[config.mk]
export PLATFORM = sky130hd
export DESIGN_NAME = calc_sequencer
export DESIGN_NICKNAME = d
export VERILOG_FILES = /design/src/rtl/calc_sequencer.sv
export SDC_FILE = /design/constraint.sdc
export NUM_CORES = 1
export LEC_CHECK = 0
export CAP_MARGIN = 25
export CORE_AREA = 2 2 113 115
export CTS_CLUSTER_SIZE = 30
export DETAILED_ROUTE_END_ITERATION = 8
export DIE_AREA = 0 0 115 117
export PLACE_DENSITY = 0.69
export SYNTH_ARGS = -nofsm -noshare
export SYNTH_HDL_FRONTEND = slang
export SYNTH_SLANG_ARGS = --single-unit
[constraint.sdc]
create_clock -name clk -period 3.89 [get_ports clk]
set_input_delay 0.389 -clock clk [delete_from_list [all_inputs] [get_ports clk]]
set_output_delay 0.389 -clock clk [all_outputs]
set_load 0.01 [all_outputs]
[src/rtl/calc_sequencer.sv]
// -----------------------------------------------------------------------------
// calc_sequencer
//
// Front-end controller for the calculator's four-function ALU. Converts the
// synchronised pushbutton levels into hex operand entry, operator selection
// and execution, and latches the result that is shown on the display.
//
// Optional feature macro: CALC_CHAIN_EN
//   defined   : an operator press in SHOW reuses the shown result (truncated
//               to DATA_W bits) as operand A and continues with operand B.
//   undefined : an operator press in SHOW is ignored.
//
// Ports:
//   clk, rst_n   clock, asynchronous active-low reset
//   key_digit    level per hex key 0..F
//   key_op       level per operator key: [0]=ADD [1]=SUB [2]=MUL [3]=DIV
//   key_equal    level of the equals key
//   key_clear    level of the clear key
//   alu_val_a    operand A to the ALU
//   alu_val_b    operand B to the ALU
//   alu_opcode   ALU opcode (0 = idle)
//   alu_result   ALU result (2*DATA_W bits)
//   display      value for the 7-segment display
//   busy         high while waiting for the ALU (EXEC)
//   err          high in the ERROR state
//   state_dbg    current state encoding
// -----------------------------------------------------------------------------
module calc_sequencer #(
  parameter int DATA_W      = 16,
  parameter int MAX_DIGITS  = 4,
  parameter int EXEC_CYCLES = 1
) (
  input  logic                clk,
  input  logic                rst_n,
  input  logic [15:0]         key_digit,
  input  logic [3:0]          key_op,
  input  logic                key_equal,
  input  logic                key_clear,
  output logic [DATA_W-1:0]   alu_val_a,
  output logic [DATA_W-1:0]   alu_val_b,
  output logic [3:0]          alu_opcode,
  input  logic [2*DATA_W-1:0] alu_result,
  output logic [2*DATA_W-1:0] display,
  output logic                busy,
  output logic                err,
  output logic [2:0]          state_dbg
);

  localparam int CNT_W  = $clog2(MAX_DIGITS + 1);
  localparam int WAIT_W = (EXEC_CYCLES < 2) ? 1 : $clog2(EXEC_CYCLES + 1);
  localparam int KEY_W  = 22;

  localparam logic [3:0] OP_NONE = 4'b0000;
  localparam logic [3:0] OP_ADD  = 4'b0001;
  localparam logic [3:0] OP_SUB  = 4'b0010;
  localparam logic [3:0] OP_DIV  = 4'b0011;
  localparam logic [3:0] OP_MUL  = 4'b0100;

  typedef enum logic [2:0] {
    ST_ENTER_A = 3'd0,
    ST_ENTER_B = 3'd1,
    ST_EXEC    = 3'd2,
    ST_SHOW    = 3'd3,
    ST_ERROR   = 3'd4
  } state_t;

  state_t              state_reg,  state_next;
  logic [DATA_W-1:0]   a_reg,      a_next;
  logic [DATA_W-1:0]   b_reg,      b_next;
  logic [3:0]          opcode_reg, opcode_next;
  logic [2*DATA_W-1:0] result_reg, result_next;
  logic [CNT_W-1:0]    count_reg,  count_next;
  logic [WAIT_W-1:0]   wait_reg,   wait_next;

  // Key history: one sampling stage, then the previous-sample stage used for
  // rising-edge detection. A press is therefore acted on one edge after the
  // key is first sampled high.
  logic [KEY_W-1:0] keys_in;
  logic [KEY_W-1:0] keys_smp_reg;
  logic [KEY_W-1:0] keys_prev_reg;
  logic [KEY_W-1:0] press;

  assign keys_in = {key_clear, key_equal, key_op, key_digit};

  genvar gi;
  generate
    for (gi = 0; gi < KEY_W; gi++) begin : g_edge
      assign press[gi] = keys_smp_reg[gi] & ~keys_prev_reg[gi];
    end
  endgenerate

  logic        clr_press;
  logic        eq_press;
  logic [3:0]  op_press;
  logic [15:0] dig_press;

  assign clr_press = press[21];
  assign eq_press  = press[20];
  assign op_press  = press[19:16];
  assign dig_press = press[15:0];

  // Lowest-index digit and operator win when several are pressed together.
  logic       dig_any;
  logic [3:0] dig_val;
  logic       op_any;
  logic [3:0] op_code;

  always_comb begin
    dig_any = 1'b0;
    dig_val = 4'd0;
    for (int i = 15; i >= 0; i--) begin
      if (dig_press[i]) begin
        dig_any = 1'b1;
        dig_val = 4'(i);
      end
    end
  end

  always_comb begin
    op_any  = 1'b0;
    op_code = OP_NONE;
    for (int i = 3; i >= 0; i--) begin
      if (op_press[i]) begin
        op_any = 1'b1;
        case (i)
          0:       op_code = OP_ADD;
          1:       op_code = OP_SUB;
          2:       op_code = OP_MUL;
          default: op_code = OP_DIV;
        endcase
      end
    end
  end

  always_ff @(posedge clk or negedge rst_n) begin
    if (!rst_n) begin
      keys_smp_reg  <= '0;
      keys_prev_reg <= '0;
      state_reg     <= ST_ENTER_A;
      a_reg         <= '0;
      b_reg         <= '0;
      opcode_reg    <= OP_NONE;
      result_reg    <= '0;
      count_reg     <= '0;
      wait_reg      <= '0;
    end else begin
      keys_smp_reg  <= keys_in;
      keys_prev_reg <= keys_smp_reg;
      state_reg     <= state_next;
      a_reg         <= a_next;
      b_reg         <= b_next;
      opcode_reg    <= opcode_next;
      result_reg    <= result_next;
      count_reg     <= count_next;
      wait_reg      <= wait_next;
    end
  end

  // Press priority: clear > equal > op > digit. Only the winning press is
  // acted on; the others in the same cycle are dropped.
  always_comb begin
    state_next  = state_reg;
    a_next      = a_reg;
    b_next      = b_reg;
    opcode_next = opcode_reg;
    result_next = result_reg;
    count_next  = count_reg;
    wait_next   = wait_reg;

    if (clr_press) begin
      state_next  = ST_ENTER_A;
      a_next      = '0;
      b_next      = '0;
      opcode_next = OP_NONE;
      result_next = '0;
      count_next  = '0;
      wait_next   = '0;
    end else begin
      case (state_reg)
        ST_ENTER_A: begin
          if (eq_press) begin
            state_next = ST_ENTER_A;
          end else if (op_any) begin
            opcode_next = op_code;
            count_next  = '0;
            b_next      = '0;
            state_next  = ST_ENTER_B;
          end else if (dig_any && (count_reg < CNT_W'(MAX_DIGITS))) begin
            a_next     = {a_reg[DATA_W-5:0], dig_val};
            count_next = count_reg + CNT_W'(1);
          end
        end

        ST_ENTER_B: begin
          if (eq_press) begin
            if (count_reg != '0) begin
              if ((opcode_reg == OP_DIV) && (b_reg == '0)) begin
                state_next = ST_ERROR;
              end else begin
                wait_next  = WAIT_W'(EXEC_CYCLES);
                state_next = ST_EXEC;
              end
            end
          end else if (op_any) begin
            // The operator may be changed only before any B digit is typed.
            if (count_reg == '0) begin
              opcode_next = op_code;
            end
          end else if (dig_any && (count_reg < CNT_W'(MAX_DIGITS))) begin
            b_next     = {b_reg[DATA_W-5:0], dig_val};
            count_next = count_reg + CNT_W'(1);
          end
        end

        ST_EXEC: begin
          if (wait_reg == WAIT_W'(1)) begin
            result_next = alu_result;
            opcode_next = OP_NONE;
            state_next  = ST_SHOW;
          end else begin
            wait_next = wait_reg - WAIT_W'(1);
          end
        end

        ST_SHOW: begin
          if (eq_press) begin
            state_next = ST_SHOW;
          end else if (op_any) begin
`ifdef CALC_CHAIN_EN
            a_next      = result_reg[DATA_W-1:0];
            b_next      = '0;
            count_next  = '0;
            opcode_next = op_code;
            state_next  = ST_ENTER_B;
`else
            state_next  = ST_SHOW;
`endif
          end else if (dig_any) begin
            a_next      = {{(DATA_W-4){1'b0}}, dig_val};
            b_next      = '0;
            count_next  = CNT_W'(1);
            opcode_next = OP_NONE;
            state_next  = ST_ENTER_A;
          end
        end

        ST_ERROR: begin
          state_next = ST_ERROR;
        end

        default: begin
          state_next = ST_ENTER_A;
        end
      endcase
    end
  end

  // Display source follows the state; during EXEC the B operand that was
  // on screen when equals was pressed stays visible until capture.
  always_comb begin
    display = '0;
    case (state_reg)
      ST_ENTER_A: display = {{DATA_W{1'b0}}, a_reg};
      ST_ENTER_B: display = (count_reg == '0) ? {{DATA_W{1'b0}}, a_reg}
                                              : {{DATA_W{1'b0}}, b_reg};
      ST_EXEC:    display = {{DATA_W{1'b0}}, b_reg};
      ST_SHOW:    display = result_reg;
      ST_ERROR:   display = {(DATA_W/2){4'hE}};
      default:    display = '0;
    endcase
  end

  assign alu_val_a  = a_reg;
  assign alu_val_b  = b_reg;
  assign alu_opcode = opcode_reg;
  assign busy       = (state_reg == ST_EXEC);
  assign err        = (state_reg == ST_ERROR);
  assign state_dbg  = state_reg;

endmodule

# Word-level counts from Yosys, hierarchy flattened
# Cells that the tools add are included.
# op_classes
n_eq_ne,23
bitwise_logic,44
n_reduce_logical,19
mux,101
add_sub_neg,2
order_cmp,1
# ops
operator,n
$mux 16,17
$pmux 32 s5,1
$mux 4,29
$mux 32,3
$mux 3,19
$pmux 16 s3,1
$ne 3x3->1 const B,15
$pmux 16 s2,1
$mux 1,25
$and 1x1->1,22
$not 1->1,22
$logic_not 16->1,1
$pmux 4 s4,1
$pmux 3 s5,1
$reduce_and 7->1,2
$reduce_and 10->1,1
$pmux 3 s3,1
$reduce_and 9->1,1
$reduce_bool 3->1,3
$eq 3x2->1 const B,2
$logic_not 3->1,2
$ne 5x5->1 const B,1
$reduce_and 5->1,1
$reduce_bool 5->1,1
15 further kinds,17
# word_totals
word_cells,199
inputBits,56
output_inout_bits,73
ff_bits,119

# Logic depth before layout (Yosys ltp)
# Gate-level depths: netlist (run 1).
# logic_depth
word_depth,24
ltp_mapped,9
ltp_nobuf,8

# Least setup slack after synthesis (run 1)
# Ideal clock, no wire load.
# synth_timing
kind,flip-flop to output port
start,"reg state_reg[1], in the netlist state_dbg[1]"
end,out display[10]
required_time_ns,3.501
stages_incl_launch_ff,8
setup_slack_ns,1.550
n_path_buf,3
arrival_ns,1.951
path_cell_list,dfrtp_1 clkbuf_1 or3b_1 clkbuf_1 o21bai_1 buf_2 a221oi_1 a21oi_1
# synth_via
elab_chain_cells,2
elab_cells_between_ends,6
classes_between,eq/ne (4); mux (1); reduce/logical (1)
# synth_rtl
element,line,rtl
start: declaration,67,"state_t state_reg, state_next;"
start signal: assignment,149,state_reg <= state_next;
$eq 3x3->1 (tied with other cells),262,case (state_reg)
$pmux 32 s5 *,262,
end: declaration,43,"output logic [2*DATA_W-1:0] display,"
# Every way passes the cells marked *; elsewhere a longest branch is shown, timed or not.

# Worst setup path after layout (run 1)
# layout_timing
start,"reg state_reg[0], in the netlist state_dbg[0]"
end,out display[10]
# Same word-level chain as after synthesis.

==> flow_summary.ini, run 1 <==
[drt]
antenna_left = 0
vias_per_cell = 5.60
route.detailed.drc = 0
dr.first_iter.drc_count = 346
routed_wl_um = 14500
via_count = 4673
wl_per_cell_um = 17.3
firstDrtPassIters = 6

[placed_design]
gp_congestion = 0.924
pre_cts_slack_ns = 0.722
dp.cells = 802
numPortBuffers = 127
post-dp-hpwl_um = 10500

[setup_path]
crit_chain = inv_2, nor3_1, nand2_1, nand2_1, nand2_1, a21oi_1, clkdlybuf4s50_1
slowest_delay_ns = 0.56
critPathMaxFanout = 16
critPathTopFamily = simple AND/OR/NAND/NOR gates
crit_path_end_kind = output port
crit_required_ns = 3.50
cp-start-kind = flop
worst-path-buf-inv = 2
crit_type = flop to output port
cp_data_arrival_time_ns = 2.83
crit_slowest_cell = clkdlybuf4s50_1
crit_top_cell = nand2_1

[grt]
gr-max-usage-layer = met2
antenna_found_initial = 0
grt_use_met3_pct = 6.08
grt-ovfl-total = 0
use_met2_pct = 35.3
grt_max_degree = 69
grt.met1_usage_pct = 28.2
grt_pass1_vias = 4467
grt_use_total_pct = 22.3
grt_pass1_wl_um = 22900

[logic_synthesis]
synth_top_area_share_pct = 55.2
syn-num-nets = 607
yosysSeqAreaShare_pct = 55.2
synth_seq_cells = 118
postSynth.asyncResetShare_pct = 100
yosysMostFrequentCell = dfrtp_1
syn_avg_cell_area_sq_um = 9.75
yosys.area.top_type = dfrtp_1
ys_types = 57
synth_area_sq_um = 5350
synth-edff-count = 0
synthFlopType = dfrtp_1
synth.area.top_cells = dfrtp_1, nand2_1, o21ai_1
yosys-top-cells-count = dfrtp_1, nand2_1, o21ai_1
ys_warn_count = 0
synth_cells = 549

[floorplanning]
core_area_sq_um = 12300
rows = 41
ioPinCount = 129
start_util_pct = 43.5
die_area_sq_um = 13500
die_h_um = 117
die_w_um = 115

[pwr]
ir_drop_uv = 365
total_power_uw = 4950
leakage_uw = 0.00327
p_per_area_nw_per_um2 = 674

[clock_tree]
postCtsHoldBufs = 0
htreeDepth = 4
cts-root-buf = clkbuf_16
clockBufferDepth = 2
cts_tree = yes
ctsResizeCount = 0
insertion_delay_ns = 0.42
cts_buffers = 17
post-cts-setup-buffers = 0
cts_sinks = 118
clkTransAtPathRegs_ns = 0.05

[timing]
hold_viol_final = 0
fin_skew_ns = 0.00689
worst_slew_pin_slew_ns = 0.858
drv_slew = 0
fin_ws_ns = 0.668
finalCritPeriodShare_pct = 82.8
period_needed_ns = 3.22
max_freq_mhz = 310
relSlewSlack_pct = 42.8
rsz0062_at_grt = false
setup-tns-final_ns = 0
finalSetupViolCount = 0

[job]
maxCapViolCount = 0

[layout]
final_cell_count_no_fill = 835
diodes = 0
fin_nets = 731
largest_register_ffs = 32
syn_to_final_growth_pct = 37.1
drive_gt1_share_pct = 8.32

[status]
outcome = finished clean

[hold_path]
hold_class = input port to asynchronous set/reset pin
## layout make-up
type                    count  area (sq um)
inverters                  17          63.8
flip-flops and latches    118          2950
well taps                 150           188
clock inverters            12           130
clock buffers              19           443
multi-input cells         380          2190
fillers                  1035          4980
repair buffers            139          1370
## worst reg2reg max path: stages (launching register included)
cell,delay [ns]
dfrtp_1,0.37
nand2b_1,0.14
o2111a_1,0.46
o22ai_1,0.17
a211oi_2,0.47
o211a_1,0.76
mux2_1,0.41
## power by group
part,switching (uW),internal (uW),leakage (uW)
logic,947,795,0.00152
registers,232,1480,0.00149
clock network,545,952,0.000267
## logic make-up (layout without fill, tap and decap cells)
| family | count (synthesis) | in the layout | share of synthesized area (%) |
|---|---|---|---|
| simple gates | 226 | 226 | 20.2 |
| compound gates | 132 | 132 | 16.1 |
| fa+ha+maj | 2 | 2 | 0.468 |
| flops | 118 | 118 | 55.2 |
| other cells | 1 | 1 | 0.0701 |
| buf+inv | 51 | 187 | 4.09 |
| mux | 19 | 19 | 3.95 |
## worst paths after layout
kind,slack [ns],startpoint,endpoint,cells past startpoint
worst max-delay path,0.67,state_dbg[0]$_DFFE_PN0P_,display[10],7
worst min-delay path,0.09,rst_n,keys_smp_reg[17]$_DFF_PN0_,1
worst max register to register,0.98,keys_smp_reg[17]$_DFF_PN0_,alu_val_b[15]$_DFFE_PN0P_,6
worst min register to register,0.37,keys_smp_reg[1]$_DFF_PN0_,keys_prev_reg[1]$_DFF_PN0_,0
max in group asynchronous,2.93,rst_n,result_reg[28]$_DFFE_PN0P_,2
min in group clk,0.37,keys_smp_reg[1]$_DFF_PN0_,keys_prev_reg[1]$_DFF_PN0_,0
## per-layer routing
metal	share of wire (%)	wire [um]	vias up
met5	0	0	-
met4	3.0	440	0
met3	7.7	1110	31
met2	48	6930	196
met1	41	5980	2283
li1	-	-	2163
## cells in the final DEF (no fill, tap or decap), types with 15 or more instances in the layout
master	instances
a21oi_1	28
nand2_1	113
clkdlybuf4s50_1	126
nand3_1	22
nor2_1	17
nand2b_1	22
inv_1	15
dfrtp_1	118
o21ai_1	32
clkbuf_16	17
## metrics by stage
stage,hold slack [ns],instance area (sq um),utilization (%)
3_5_place_dp,0.362,6740,54.7
2_1_floorplan,0.0934,5350,-
5_1_grt,0.163,7340,59.6
3_3_place_gp,0.358,6740,54.7
6_report,0.0875,7340,59.6
4_1_cts,0.121,7310,59.4
Note: power is estimated with default switching activity, not from simulation.
==> run 2: changes to the inputs <==
==> constraint.sdc (replaced) <==
create_clock -name clk -period 3 [get_ports clk]
set_input_delay 0.3 -clock clk [delete_from_list [all_inputs] [get_ports clk]]
set_output_delay 0.3 -clock clk [all_outputs]
set_load 0.01 [all_outputs]
==> run 2 against run 1 <==
Sequential share of layout area is 0.72 points lower; flip-flop and latch count stayed put; core utilization is 1.1 points higher; worst hold slack gained 0.24 ns; clock-buffer cell count up 1; largest power group unchanged; cell count rose by 1.1%; critical endpoint is now display[7]; critical path depth stayed put; final area up 1.8%; via count decreased by 0.94%; routed wire length up 2.3%; global-route usage is 0.50 points higher; setup slack got worse by 0.52 ns.
==> flow_summary.ini, run 2 (same netlist as run 1, synthesis figures left out) <==
[layout]
syn_to_final_growth_pct = 39.6
largest_register_ffs = 32
diodes = 0
final_area_sq_um = 7470
final_cell_count_no_fill = 844
layout_commonest_cell = clkdlybuf4s50_1
layout_common_cells = clkdlybuf4s50_1, dfrtp_1, nand2_1
fin_nets = 741
drive_gt1_share_pct = 9.80

[grt]
grt-ovfl-total = 0
grt_use_total_pct = 22.8
grt_pass1_wl_um = 23300
grt_pass1_vias = 4507
antenna_found_initial = 0
grt_max_degree = 70

[placed_design]
post-dp-hpwl_um = 10600
numPortBuffers = 127
placed_cell_area_sq_um = 6820
dp.cells = 811
gp_congestion = 0.912
pre_cts_slack_ns = 0.149

[setup_path]
slowest_delay_ns = 0.55
crit_slowest_cell = clkdlybuf4s50_1
worst-path-buf-inv = 3
crit_chain = buf_6, or3b_1, nand2_4, buf_4, nand2_1, a21oi_1, clkdlybuf4s50_1
critPathMaxFanout = 26
cp_data_arrival_time_ns = 2.55
cp-start-kind = flop
crit_required_ns = 2.70
critPathTopFamily = buffers and inverters
crit_type = flop to output port
crit_path_end_kind = output port

[floorplanning]
die_area_sq_um = 13500
rows = 41
die_w_um = 115
ioPinCount = 129
core_area_sq_um = 12300
die_h_um = 117
start_util_pct = 43.5

[drt]
dr.max_layer_used = met4
dr_wl_met3_um = 1060
antenna_left = 0
routed_wl_um = 14800
route.detailed.drc = 0
firstDrtPassIters = 7
dr.first_iter.drc_count = 398
dr_wl_met2_um = 7020
via_count = 4629
wl_met1_um = 6290
wl_per_cell_um = 17.5
vias_per_cell = 5.48

[timing]
period_needed_ns = 2.85
finalSetupViolCount = 0
hold_slack_ns = 0.324
finalCritPeriodShare_pct = 95.0
fin_ws_ns = 0.151
worst_slew_pin_slew_ns = 0.813
fin_skew_ns = 0.0100
drv_slew = 0
rsz0062_at_grt = false
max_freq_mhz = 351
relSlewSlack_pct = 45.8
hold_viol_final = 0
setup-tns-final_ns = 0

[pwr]
leakage_uw = 0.00335
p_per_area_nw_per_um2 = 889
ir_drop_uv = 414

[clock_tree]
cts_buffers = 17
clockBufferDepth = 2
insertion_delay_ns = 0.41
clkTransAtPathRegs_ns = 0.05
cts-root-buf = clkbuf_16
cts_sinks = 118
cts_tree = yes
htreeDepth = 4

[job]
maxCapViolCount = 0

[hold_path]
hold_class = input port to flop

[status]
outcome = finished clean
run 2: final timing paths:
check                                       startpoint                          end  slack (ns)  cells after the start
setup reg to reg           keys_prev_reg[15]$_DFF_PN0_     alu_val_b[8]$_DFFE_PN0P_        0.20                      6
hold reg to reg              keys_smp_reg[3]$_DFF_PN0_   keys_prev_reg[3]$_DFF_PN0_        0.37                      0
hold / removal                               key_op[2]   keys_smp_reg[18]$_DFF_PN0_        0.32                      1
max in group asynchronous                        rst_n   result_reg[31]$_DFFE_PN0P_        1.75                      3
min in group asynchronous                        rst_n  keys_prev_reg[18]$_DFF_PN0_        0.45                      2
setup / recovery              state_dbg[2]$_DFFE_PN0P_                   display[7]        0.15                      7
run 2: where the power goes:
part / leakage (uW) / internal (uW) / switching (uW)
combinational: 0.00158 / 1130 / 1310
sequential: 0.00149 / 1920 / 287
clock: 0.000287 / 1330 / 671
run 2: what timing repair did:
action | in CTS | in global routing
pin swaps | 0 | 1
buffers inserted | 0 | 2
setup endpoints to repair | 16 | 9
cloned | 0 | 0
hold endpoints to repair | 49 | 0
gates resized for setup | 3 | 5
hold buffers | 1 | 0
run 2: worst reg2reg max path, stage by stage (launching register included):
cell      delay [ns]
dfrtp_1         0.37
nand2b_1        0.17
and4_1          0.23
and4_4          0.20
a211oi_2        0.53
o211a_1         0.78
mux2_1          0.39
run 2: cell type report:
class / count / area [sq um]
fillers: 1072 / 4840
flip-flops and latches: 118 / 2950
multi-input cells: 380 / 2220
repair buffers: 149 / 1460
clock buffers: 20 / 457
well taps: 150 / 188
clock inverters: 10 / 130
inverters: 17 / 63.8
run 2: stage by stage:
step / utilization [%] / total power (uW)
after floorplan: - / 3510
after global placement: 55.4 / 4500
after detailed placement: 55.4 / 4560
after CTS: 60.3 / 6600
after global routing: 60.7 / 7010
final: 60.7 / 6640
run 2: metal layers:
layer / vias up / track usage (%)
met2: 178 / 35.3
met3: 30 / 5.87
met4: 0 / 12.1
met5: - / 0
li1: 2188 / -
met1: 2233 / 29.6
